`config.mk`:
```
export PLATFORM = sky130hd
export DESIGN_NAME = ad_pll_supervisor
export DESIGN_NICKNAME = d
export VERILOG_FILES = /design/src/rtl/ad_pll_supervisor.sv
export SDC_FILE = /design/constraint.sdc
export NUM_CORES = 1
export LEC_CHECK = 0
export ABC_AREA = 1
export CORE_MARGIN = 10
export CORE_UTILIZATION = 55
export CTS_CLUSTER_SIZE = 40
export DETAILED_ROUTE_END_ITERATION = 6
export GPL_TIMING_DRIVEN = 0
export PLACE_DENSITY = 0.76
export SETUP_SLACK_MARGIN = 0.5
export SYNTH_ARGS = -nofsm -noshare
export SYNTH_HDL_FRONTEND = slang
export SYNTH_SLANG_ARGS = --single-unit
```
`constraint.sdc`:
```
create_clock -name clkin1 -period 2 [get_ports clkin1]
set_input_delay 0.4 -clock clkin1 [delete_from_list [all_inputs] [get_ports clkin1]]
set_output_delay 0.4 -clock clkin1 [all_outputs]
set_load 0.1 [all_outputs]
```
`src/rtl/ad_pll_supervisor.sv`:
```
// ad_pll_supervisor
//   Sequences the ADC-clock PLL: pulses its reset, waits for a stable lock,
//   then releases the ADC-domain reset. Loss of lock in RUN re-arms the PLL;
//   repeated lock timeouts park the block in FAIL until clr_fail.
// Ports
//   clkin1    board clock (50 MHz), sole clock
//   rst       synchronous active-high reset
//   pll_lock  PLL LOCK, asynchronous to clkin1
//   clr_fail  one-cycle pulse, leaves FAIL
//   pll_rst   PLL reset (high in RESET_PLL and FAIL)
//   ad_rst    ADC-domain reset (low only in RUN)
//   lock_ok   high only in RUN
//   fail      high only in FAIL
//   state     encoded state (RESET_PLL=0 WAIT_LOCK=1 SETTLE=2 RUN=3 FAIL=4)
//   lost_cnt  saturating count of lock losses in RUN
module ad_pll_supervisor #(
    parameter int unsigned RST_CYCLES    = 16,
    parameter int unsigned LOCK_TIMEOUT  = 50000,
    parameter int unsigned SETTLE_CYCLES = 1024,
    parameter int unsigned DROP_FILTER   = 4,
    parameter int unsigned MAX_RETRY     = 3
) (
    input  logic       clkin1,
    input  logic       rst,
    input  logic       pll_lock,
    input  logic       clr_fail,
    output logic       pll_rst,
    output logic       ad_rst,
    output logic       lock_ok,
    output logic       fail,
    output logic [2:0] state,
    output logic [7:0] lost_cnt
);

    localparam logic [2:0] ST_RESET_PLL = 3'd0;
    localparam logic [2:0] ST_WAIT_LOCK = 3'd1;
    localparam logic [2:0] ST_SETTLE    = 3'd2;
    localparam logic [2:0] ST_RUN       = 3'd3;
    localparam logic [2:0] ST_FAIL      = 3'd4;

    localparam int unsigned RST_W   = (RST_CYCLES    > 1) ? $clog2(RST_CYCLES)    : 1;
    localparam int unsigned TO_W    = (LOCK_TIMEOUT  > 1) ? $clog2(LOCK_TIMEOUT)  : 1;
    localparam int unsigned SET_W   = (SETTLE_CYCLES > 1) ? $clog2(SETTLE_CYCLES) : 1;
    localparam int unsigned DROP_W  = (DROP_FILTER   > 1) ? $clog2(DROP_FILTER)   : 1;
    localparam int unsigned RETRY_W = $clog2(MAX_RETRY + 1);

    logic               sync_q;
    logic               lock_s;
    logic [RST_W-1:0]   rst_cnt,   rst_cnt_nxt;
    logic [TO_W-1:0]    to_cnt,    to_cnt_nxt;
    logic [SET_W-1:0]   set_cnt,   set_cnt_nxt;
    logic [DROP_W-1:0]  drop_cnt,  drop_cnt_nxt;
    logic [RETRY_W-1:0] retry,     retry_nxt;
    logic [7:0]         lost_nxt;
    logic [2:0]         state_nxt;
    logic               timeout;
    logic               pll_rst_nxt, ad_rst_nxt, lock_ok_nxt, fail_nxt;

    // Next-state, counter and output decode
    always_comb begin
        state_nxt    = state;
        rst_cnt_nxt  = '0;
        to_cnt_nxt   = to_cnt;
        set_cnt_nxt  = '0;
        drop_cnt_nxt = '0;
        retry_nxt    = retry;
        lost_nxt     = lost_cnt;
        timeout      = (to_cnt == TO_W'(LOCK_TIMEOUT - 1));

        case (state)
            ST_RESET_PLL: begin
                to_cnt_nxt = '0;
                if (rst_cnt == RST_W'(RST_CYCLES - 1)) begin
                    state_nxt = ST_WAIT_LOCK;
                end else begin
                    rst_cnt_nxt = rst_cnt + RST_W'(1);
                end
            end
            ST_WAIT_LOCK, ST_SETTLE: begin
                // Timeout wins over lock progress, including settle completion
                if (timeout) begin
                    to_cnt_nxt = '0;
                    retry_nxt  = retry + RETRY_W'(1);
                    state_nxt  = (retry_nxt == RETRY_W'(MAX_RETRY)) ? ST_FAIL : ST_RESET_PLL;
                end else begin
                    to_cnt_nxt = to_cnt + TO_W'(1);
                    if (state == ST_WAIT_LOCK) begin
                        if (lock_s) begin
                            state_nxt = ST_SETTLE;
                        end
                    end else if (!lock_s) begin
                        state_nxt = ST_WAIT_LOCK;
                    end else if (set_cnt == SET_W'(SETTLE_CYCLES - 1)) begin
                        state_nxt = ST_RUN;
                        retry_nxt = '0;
                    end else begin
                        set_cnt_nxt = set_cnt + SET_W'(1);
                    end
                end
            end
            ST_RUN: begin
                if (!lock_s) begin
                    if (drop_cnt == DROP_W'(DROP_FILTER - 1)) begin
                        state_nxt = ST_RESET_PLL;
                        if (lost_cnt != 8'hFF) begin
                            lost_nxt = lost_cnt + 8'd1;
                        end
                    end else begin
                        drop_cnt_nxt = drop_cnt + DROP_W'(1);
                    end
                end
            end
            ST_FAIL: begin
                if (clr_fail) begin
                    state_nxt = ST_RESET_PLL;
                    retry_nxt = '0;
                end
            end
            default: state_nxt = ST_RESET_PLL;
        endcase

        pll_rst_nxt = (state_nxt == ST_RESET_PLL) || (state_nxt == ST_FAIL);
        ad_rst_nxt  = (state_nxt != ST_RUN);
        lock_ok_nxt = (state_nxt == ST_RUN);
        fail_nxt    = (state_nxt == ST_FAIL);
    end

    // State, counters, synchronizer and registered outputs
    always_ff @(posedge clkin1) begin
        if (rst) begin
            sync_q   <= 1'b0;
            lock_s   <= 1'b0;
            state    <= ST_RESET_PLL;
            rst_cnt  <= '0;
            to_cnt   <= '0;
            set_cnt  <= '0;
            drop_cnt <= '0;
            retry    <= '0;
            lost_cnt <= '0;
            pll_rst  <= 1'b1;
            ad_rst   <= 1'b1;
            lock_ok  <= 1'b0;
            fail     <= 1'b0;
        end else begin
            sync_q   <= pll_lock;
            lock_s   <= sync_q;
            state    <= state_nxt;
            rst_cnt  <= rst_cnt_nxt;
            to_cnt   <= to_cnt_nxt;
            set_cnt  <= set_cnt_nxt;
            drop_cnt <= drop_cnt_nxt;
            retry    <= retry_nxt;
            lost_cnt <= lost_nxt;
            pll_rst  <= pll_rst_nxt;
            ad_rst   <= ad_rst_nxt;
            lock_ok  <= lock_ok_nxt;
            fail     <= fail_nxt;
        end
    end

endmodule
```
==> results.cfg, run 1 <==
[status]
outcome = complete, no violations

[clock_tree]
clk_pin_slew_ns = 0.09
cts_tree = yes
clk_latency_ns = 0.31
cts_root_buffer = clkbuf_8
ctsLongestPathBuffers = 2
cts_buffers = 5
cts_max_level = 2
cts.sinks = 51
hold_buffers = 0

[power_and_ir_drop]
leakagePower_nw = 1.24
ir_drop_v = 0.000491
finalPower_mw = 1.85
powerDensity_nw_per_um2 = 561

[timing]
layout_setup_ws_ns = 0.495
worst_pin_slew_ns = 0.650
finalCritPeriodShare_pct = 75.3
fmax_mhz = 664
finalCriticalPeriod_ns = 1.51
setup_violations = 0
fin_tns_setup_ns = 0
final.setup_skew_ns = 0.0124
rsz0062_at_grt = true
slew_headroom_pct = 56.7
final_hold_viol_count = 0
holdWs_ns = 0.404
drv_slew = 0

[grt]
grt_usage_pct = 15.5
grt_max_degree = 17
grt_overflow = 0
grt_pass1_vias = 2201
grt_first_pass_wirelength_mm = 9.74
antenna_found_initial = 0

[synthesis]
synth_seq_cells = 51
synth_largest_area_cell = dfxtp_1
synth.area.top_cells = dfxtp_1 41%, nand2_1 11%, nor2_1 7.8%
avgSynthCellArea_sq_um = 7.14
ys_types = 35
synth_xor_area_share_pct = 2.45
postSynthNetCount = 361
synth_top_area_share_pct = 40.7
yosys.area_share.adder_pct = 3.00
synth_edf_count = 0
synthSimpleGateAreaFrac_pct = 34.9
synthArstFlopShare_pct = 0
synth_warnings = 0
synth.yosys.seq_area_share_pct = 40.7
synth_cells = 351
synth_ff_type = dfxtp_1
synthMuxAreaShare_pct = 0
syn_area_sq_um = 2510
synth_top_family_by_area = simple AND/OR/NAND/NOR gates
synth_compound_area_share_pct = 10.6

[floorplan]
start_util_pct = 57.2
core-area_sq_um = 4380
die-height_um = 87.5
die_x_um = 87.5
core.rowCount = 24
dieArea_sq_um = 7660
io-pin-count = 19

[detailed_routing]
first_pass_iters = 4
num_vias = 2415
wl_per_cell_um = 13.8
drtIter0Drc = 112
drtAntennaViolNets = 0
drcViolationCount = 0
wl_mm = 6.21
via_per_inst = 5.35

[finish]
final_util_pct = 75.3
area_growth_pct = 31.8
antenna_cells = 0
final_net_count = 408
drive_above_1_share_pct = 37.1
n_fill_cell = 318
final_area_sq_um = 3300
fin_cells = 451

[critical_path]
crit_path_start_kind = flop
worstPathRequired_ns = 2.17
crit_type = reg2reg
r2r_setup_slack_ns = 0.49
critPathMaxFanout = 4
worstSetupEndpointType = flop
cp.arrival_ns = 1.68

[place]
portBuffers = 18
postPlaceCellArea_sq_um = 2810
dp_hpwl_mm = 3.86
post-place-ws_ns = 0.103
globalplace.congestion = 0.856
place_inst = 421

[min_path]
hp-class = reg2reg

[run]
maxCapViolations = 0
==> worst max-delay path, cell delays in order, from the launching register on <==
cell      delay (ns)
dfxtp_1         0.39
nand2_1         0.09
nor2_1          0.20
nand3b_1        0.21
nand2_1         0.13
nand2_2         0.05
nand2_2         0.09
nand3_2         0.08
nand2_2         0.07
a21oi_2         0.05
==> repair_timing <==
action	CTS	global route
endpoints found under the setup margin	50	34
endpoints found under the hold margin	0	0
cloned	0	1
setup buffers	8	13
gates resized for setup	100	66
pin swaps	5	24
==> synthesized netlist by cell type, types with 4 or more instances <==
cell type  count
a21oi_1       28
dfxtp_1       51
ha_1           6
inv_1         43
inv_2          5
nand2_1       71
nand2_2        5
nand3_1       22
nand4_1        6
nor2_1        52
nor2_2         6
nor3_1         9
o21ai_0       10
xor2_1         4
==> power by group <==
group / internal, mW / total [mW] / switching, mW
clock: 0.449 / 0.809 / 0.361
sequential: 1.00 / 1.01 / 0.00441
combinational: 0.0132 / 0.0371 / 0.0239
total: 1.46 / 1.85 / 0.389
==> registers in the layout, indices dropped and copies added (netlist names) <==
| register | cells |
|---|---|
| lock_ok | 1 |
| rst_cnt | 4 |
| drop_cnt | 2 |
| sync_q | 1 |
| pll_rst | 1 |
| ad_rst | 1 |
| set_cnt | 10 |
| state | 3 |
| fail | 1 |
| retry | 2 |
| lost_cnt | 8 |
| lock_s | 1 |
| to_cnt | 16 |
==> layout make-up <==
cell class              instances  area, sq um  area share [%]
clock buffers                   6         93.8            2.84
well taps                      52         65.1            1.97
inverters                      48          185            5.61
clock inverters                 2         37.5            1.14
plain buffers                   5         27.5           0.834
flip-flops and latches         51         1100            33.2
multi-input cells             248         1510            45.6
repair buffers                 39          290            8.79
==> worst paths after layout <==
kind                       to   startpoint  depth (start not counted)
hold / removal    drop_cnt[0]  drop_cnt[0]                          1
setup reg to reg     retry[0]   set_cnt[5]                          9
hold reg to reg   drop_cnt[0]  drop_cnt[0]                          1
setup / recovery     retry[0]   set_cnt[5]                          9
==> layer usage <==
metal	global-route usage (%)	vias to the layer above	wire [um]
li1	-	1229	-
met1	18.3	1132	2620
met2	26.3	44	3240
met3	3.56	10	238
met4	6.38	0	104
met5	0	-	0
==> layout by cell type, fill, tap and decap left out, types with 2 or more instances in the layout <==
cell type / n
clkbuf_1: 3
nor3_1: 6
inv_2: 11
buf_2: 5
o211ai_1: 2
nor3b_2: 2
clkbuf_8: 5
o21ai_1: 2
dfxtp_1: 20
inv_1: 35
dfxtp_2: 16
o21ai_0: 9
nor2_1: 40
nor3_2: 3
a21oi_1: 26
inv_4: 2
nand3_2: 5
nand2_2: 10
nand3_4: 3
nand2_1: 64
xor2_1: 4
nand4_1: 6
xnor2_1: 3
nor2_2: 10
a21oi_2: 4
clkdlybuf4s50_1: 3
nor2_4: 11
clkbuf_4: 2
ha_4: 3
nand2_4: 4
ha_1: 3
buf_4: 30
dfxtp_4: 15
nand3_1: 17
==> cells by family (layout without fill, tap and decap cells) <==
| family | count (synthesis) | count (layout) |
|---|---|---|
| AOI/OAI and AO/OA | 48 | 48 |
| xor gates and xnor gates | 7 | 7 |
| adders and majority gates | 6 | 6 |
| buffers and inverters | 53 | 100 |
| DFF | 51 | 51 |
| and+or+nand+nor | 186 | 187 |
Power figures use the tool's default switching activity.
==> run 2, diff against run 1 <==
Settings changed: CORE_UTILIZATION 55 to 52, PLACE_DENSITY 0.76 to 0.75.
Clock period 2 ns to 1.3 ns, I/O delays scaled along.
==> results.cfg, run 2 (synthesis results as in run 1) <==
[floorplan]
start_util_pct = 53.4
dieArea_sq_um = 8000
io-pin-count = 19
core.rowCount = 25
die_x_um = 89.4
die-height_um = 89.4
core-area_sq_um = 4690

[critical_path]
critPathMaxFanout = 3
crit_path_start_kind = flop
r2r_setup_slack_ns = -0.25
cp-startpoint = to_cnt[1]
reg2reg_depth = 9
crit_type = reg2reg
cp.arrival_ns = 1.78
r2r_start = to_cnt[1]
crit_path_end = to_cnt[14]
r2r_end = to_cnt[14]
worstSetupEndpointType = flop
worstPathRequired_ns = 1.53

[grt]
grt_pass1_vias = 2539
grt_overflow = 0
antenna_found_initial = 0
grt_usage_pct = 18.3
grt_first_pass_wirelength_mm = 11.5
grt_max_degree = 17

[timing]
slew_headroom_pct = 80.7
finalCriticalPeriod_ns = 1.55
fmax_mhz = 645
final.setup_skew_ns = 0.0153
finalCritPeriodShare_pct = 119
final_hold_viol_count = 0
rsz0062_at_grt = true
worst_pin_slew_ns = 0.288
layout_setup_ws_ns = -0.250
drv_slew = 0
setup_violations = 42

[clock_tree]
cts_max_level = 2
cts_buffers = 5
clk_latency_ns = 0.32
ctsLongestPathBuffers = 2
cts_root_buffer = clkbuf_8
cts_tree = yes
hold_buffers = 0
clk_pin_slew_ns = 0.11
cts.sinks = 51

[place]
dp_hpwl_mm = 3.90
globalplace.congestion = 0.869
portBuffers = 18

[detailed_routing]
drcViolationCount = 0
wl_per_cell_um = 19.0
first_pass_iters = 5
num_vias = 2794
drtAntennaViolNets = 0
via_per_inst = 5.88
drtIter0Drc = 247
wl_mm = 9.01

[min_path]
hp-class = in2reg
hold_depth = 2

[finish]
max_flop_register = to_cnt
layout_common_cells = 53 x nand2_1, 34 x inv_1, 30 x nor2_1
area_growth_pct = 62.7
drive_above_1_share_pct = 54.2
antenna_cells = 0
final_util_pct = 86.9
largestRegisters = to_cnt: 16 flops, set_cnt: 10 flops, lost_cnt: 8 flops
mostFrequentLayoutCell = nand2_1
largest_reg_flops = 16
final_net_count = 430

[power_and_ir_drop]
finalPower_mw = 2.57
leakagePower_nw = 1.54
ir_drop_v = 0.000718
powerDensity_nw_per_um2 = 631

[status]
outcome = finished, violations left
violations = setup timing

[run]
maxCapViolations = 0
[run 2: area by class of cell]
cell class | count | area (sq um)
inverter | 48 | 198
fill | 212 | 616
sequential | 51 | 1130
multi-input combinational | 248 | 1830
clock inverter | 3 | 18.8
buffer | 5 | 52.6
tap | 54 | 67.6
timing repair buffer | 61 | 712
clock buffer | 5 | 68.8
[run 2: what timing repair did]
item / 4_1_cts / 5_1_grt
endpoints found under the setup margin: 66 / 64
setup buffers: 26 / 16
resized for setup: 216 / 73
cloned: 1 / 1
pin swaps: 34 / 26
[run 2: worst min-delay path by stage]
stage	startpoint	to	slack, ns
detailed placement	sync_q	lock_s	0.40
global placement	sync_q	lock_s	0.40
CTS	rst	state[0]	0.39
floorplan	rst	state[0]	0.33
finish	rst	state[0]	0.38
global route	rst	state[0]	0.38
[run 2: metrics by stage]
stage	hold WS [ns]	instances	worst slack, ns	area (sq um)	setup TNS [ns]
global route	0.379	475	-0.323	4080	-9.06
finish	0.376	475	-0.250	4080	-6.36
CTS	0.393	458	-0.159	3660	-3.58
global placement	0.395	423	-0.504	2960	-14.79
detailed placement	0.397	423	-0.525	2960	-14.71
floorplan	0.334	351	-0.181	2720	-2.68
[run 2: power breakdown]
group / total [mW] / switching [mW] / internal (mW)
logic: 0.0817 / 0.0510 / 0.0307
clock network: 0.962 / 0.582 / 0.381
registers: 1.53 / 0.00829 / 1.52
total: 2.57 / 0.641 / 1.93
[run 2: metal layers]
layer | global-route usage [%] | up-vias | share of wire [%]
met2 | 33.3 | 135 | 53
met3 | 3.92 | 51 | 6.2
li1 | - | 1274 | -
met5 | 0 | - | 0
met1 | 20.4 | 1334 | 35
met4 | 6.36 | 0 | 5.3
[run 2: worst max-delay path, cell delays in order, from the launching register on]
cell     delay, ns
dfxtp_4       0.39
ha_4          0.17
nand2_4       0.07
inv_2         0.07
nand3_4       0.08
nor2_4        0.14
nand3_2       0.10
xnor2_2       0.14
nand3_1       0.11
a21oi_1       0.18
==> run 3, diff against run 2 <==
==> constraint.sdc (replaced) <==
create_clock -name clkin1 -period 1.3 [get_ports clkin1]
set_input_delay 0.13 -clock clkin1 [delete_from_list [all_inputs] [get_ports clkin1]]
set_output_delay 0.13 -clock clkin1 [all_outputs]
set_load 0.1 [all_outputs]
==> results.cfg, run 3 (synthesis results as in run 1) <==
[grt]
grt_max_degree = 16
grt_overflow = 0
grt_pass1_vias = 2539
grt_first_pass_wirelength_mm = 11.5
grt_usage_pct = 18.3
antenna_found_initial = 0

[detailed_routing]
via_per_inst = 5.98
first_pass_iters = 7
drcViolationCount = 0
drtAntennaViolNets = 0
wl_mm = 9.90
drtIter0Drc = 372
num_vias = 2931
wl_per_cell_um = 20.2

[place]
postPlaceCellArea_sq_um = 2950
globalplace.congestion = 0.863
portBuffers = 18
dp_hpwl_mm = 3.73

[timing]
worst_pin_slew_ns = 0.356
finalCriticalPeriod_ns = 1.62
final.setup_skew_ns = 0.00673
layout_setup_ws_ns = -0.320
final_hold_viol_count = 0
drv_slew = 0
setup_violations = 41
fin_tns_setup_ns = -7.10
slew_headroom_pct = 76.2
rsz0062_at_grt = true
fmax_mhz = 617
finalCritPeriodShare_pct = 125

[finish]
mostFrequentLayoutCell = nand2_1
final_area_sq_um = 4170
antenna_cells = 0
layout_common_cells = 59 x nand2_1, 40 x buf_4, 34 x nor2_1
largestRegisters = to_cnt: 16 flops, set_cnt: 10 flops, lost_cnt: 8 flops
max_flop_register = to_cnt
largest_reg_flops = 16
final_net_count = 445
area_growth_pct = 66.6
drive_above_1_share_pct = 53.9

[critical_path]
cp.arrival_ns = 1.80
r2r_setup_slack_ns = -0.32
worstPathRequired_ns = 1.48
crit_path_start_kind = flop
r2r_start = to_cnt[15]
worstSetupEndpointType = flop
crit_type = reg2reg
r2r_end = to_cnt[11]
critPathMaxFanout = 5
reg2reg_depth = 10

[min_path]
hold_depth = 2
whs_endpoint = state[0]
hp-class = in2reg
min-delay-start = rst

[floorplan]
dieArea_sq_um = 8000
start_util_pct = 53.4
core-area_sq_um = 4690
io-pin-count = 19
core.rowCount = 25
die_x_um = 89.4
die-height_um = 89.4

[clock_tree]
cts_root_buffer = clkbuf_8
cts_max_level = 2
cts_tree = yes
hold_buffers = 0
cts_buffers = 5
clk_pin_slew_ns = 0.09
cts.sinks = 51
clk_latency_ns = 0.31
ctsLongestPathBuffers = 2

[power_and_ir_drop]
leakagePower_nw = 1.62
powerDensity_nw_per_um2 = 644
ir_drop_v = 0.000629
finalPower_mw = 2.69

[status]
outcome = finished, violations left
violations = setup timing

[run]
maxCapViolations = 0
[run 3: metrics by stage]
stage	setup slack [ns]	utilization [%]	hold slack, ns	std cells
detailed placement	-0.370	63.0	0.392	423
global route	-0.350	89.0	0.245	490
floorplan	-0.181	-	0.204	351
CTS	-0.137	78.2	0.348	463
finish	-0.320	89.0	0.248	490
global placement	-0.371	63.0	0.393	423
[run 3: final cells by class]
| type | count | area (sq um) |
|---|---|---|
| fill | 196 | 518 |
| clock buffer | 7 | 76.3 |
| tap | 54 | 67.6 |
| sequential | 51 | 1130 |
| timing repair buffer | 76 | 840 |
| inverter | 48 | 198 |
| multi-input combinational | 248 | 1790 |
| clock inverter | 1 | 30.0 |
| buffer | 5 | 43.8 |
[run 3: metal layers]
layer / vias to the layer above / track usage [%] / wire [um]
li1: 1302 / - / -
met1: 1360 / 20.1 / 3620
met2: 189 / 34.5 / 4800
met3: 80 / 3.01 / 740
met4: 0 / 6.36 / 737
met5: - / 0 / 0
[run 3: where the power goes]
| part | internal (mW) | switching, mW | leakage (nW) | total [mW] |
|---|---|---|---|---|
| sequential | 1.52 | 0.00743 | 0.435 | 1.53 |
| combinational | 0.0278 | 0.0482 | 1.13 | 0.0760 |
| clock | 0.576 | 0.508 | 0.0524 | 1.08 |
[run 3: worst max path at each step]
stage	start	end	slack, ns
2_1_floorplan	lost_cnt[1]	lost_cnt[7]	-0.18
3_3_place_gp	state[1]	state[1]	-0.37
3_5_place_dp	state[1]	state[1]	-0.37
4_1_cts	to_cnt[0]	to_cnt[12]	-0.14
5_1_grt	to_cnt[0]	to_cnt[11]	-0.35
6_report	to_cnt[15]	to_cnt[11]	-0.32
[run 3: critical path: stages, from the launching register on]
cell     delay, ns
dfxtp_1       0.41
nand2_1       0.09
inv_1         0.09
nand2_1       0.08
nor2_2        0.17
nand2_4       0.10
nand2_4       0.12
buf_4         0.15
a21oi_2       0.04
o21ai_1       0.12
a21oi_1       0.12
[run 3: what timing repair did]
action	CTS	global route
pin swaps	36	37
setup buffers	30	27
setup endpoints to repair	66	66
resized for setup	198	88
gates cloned	2	0
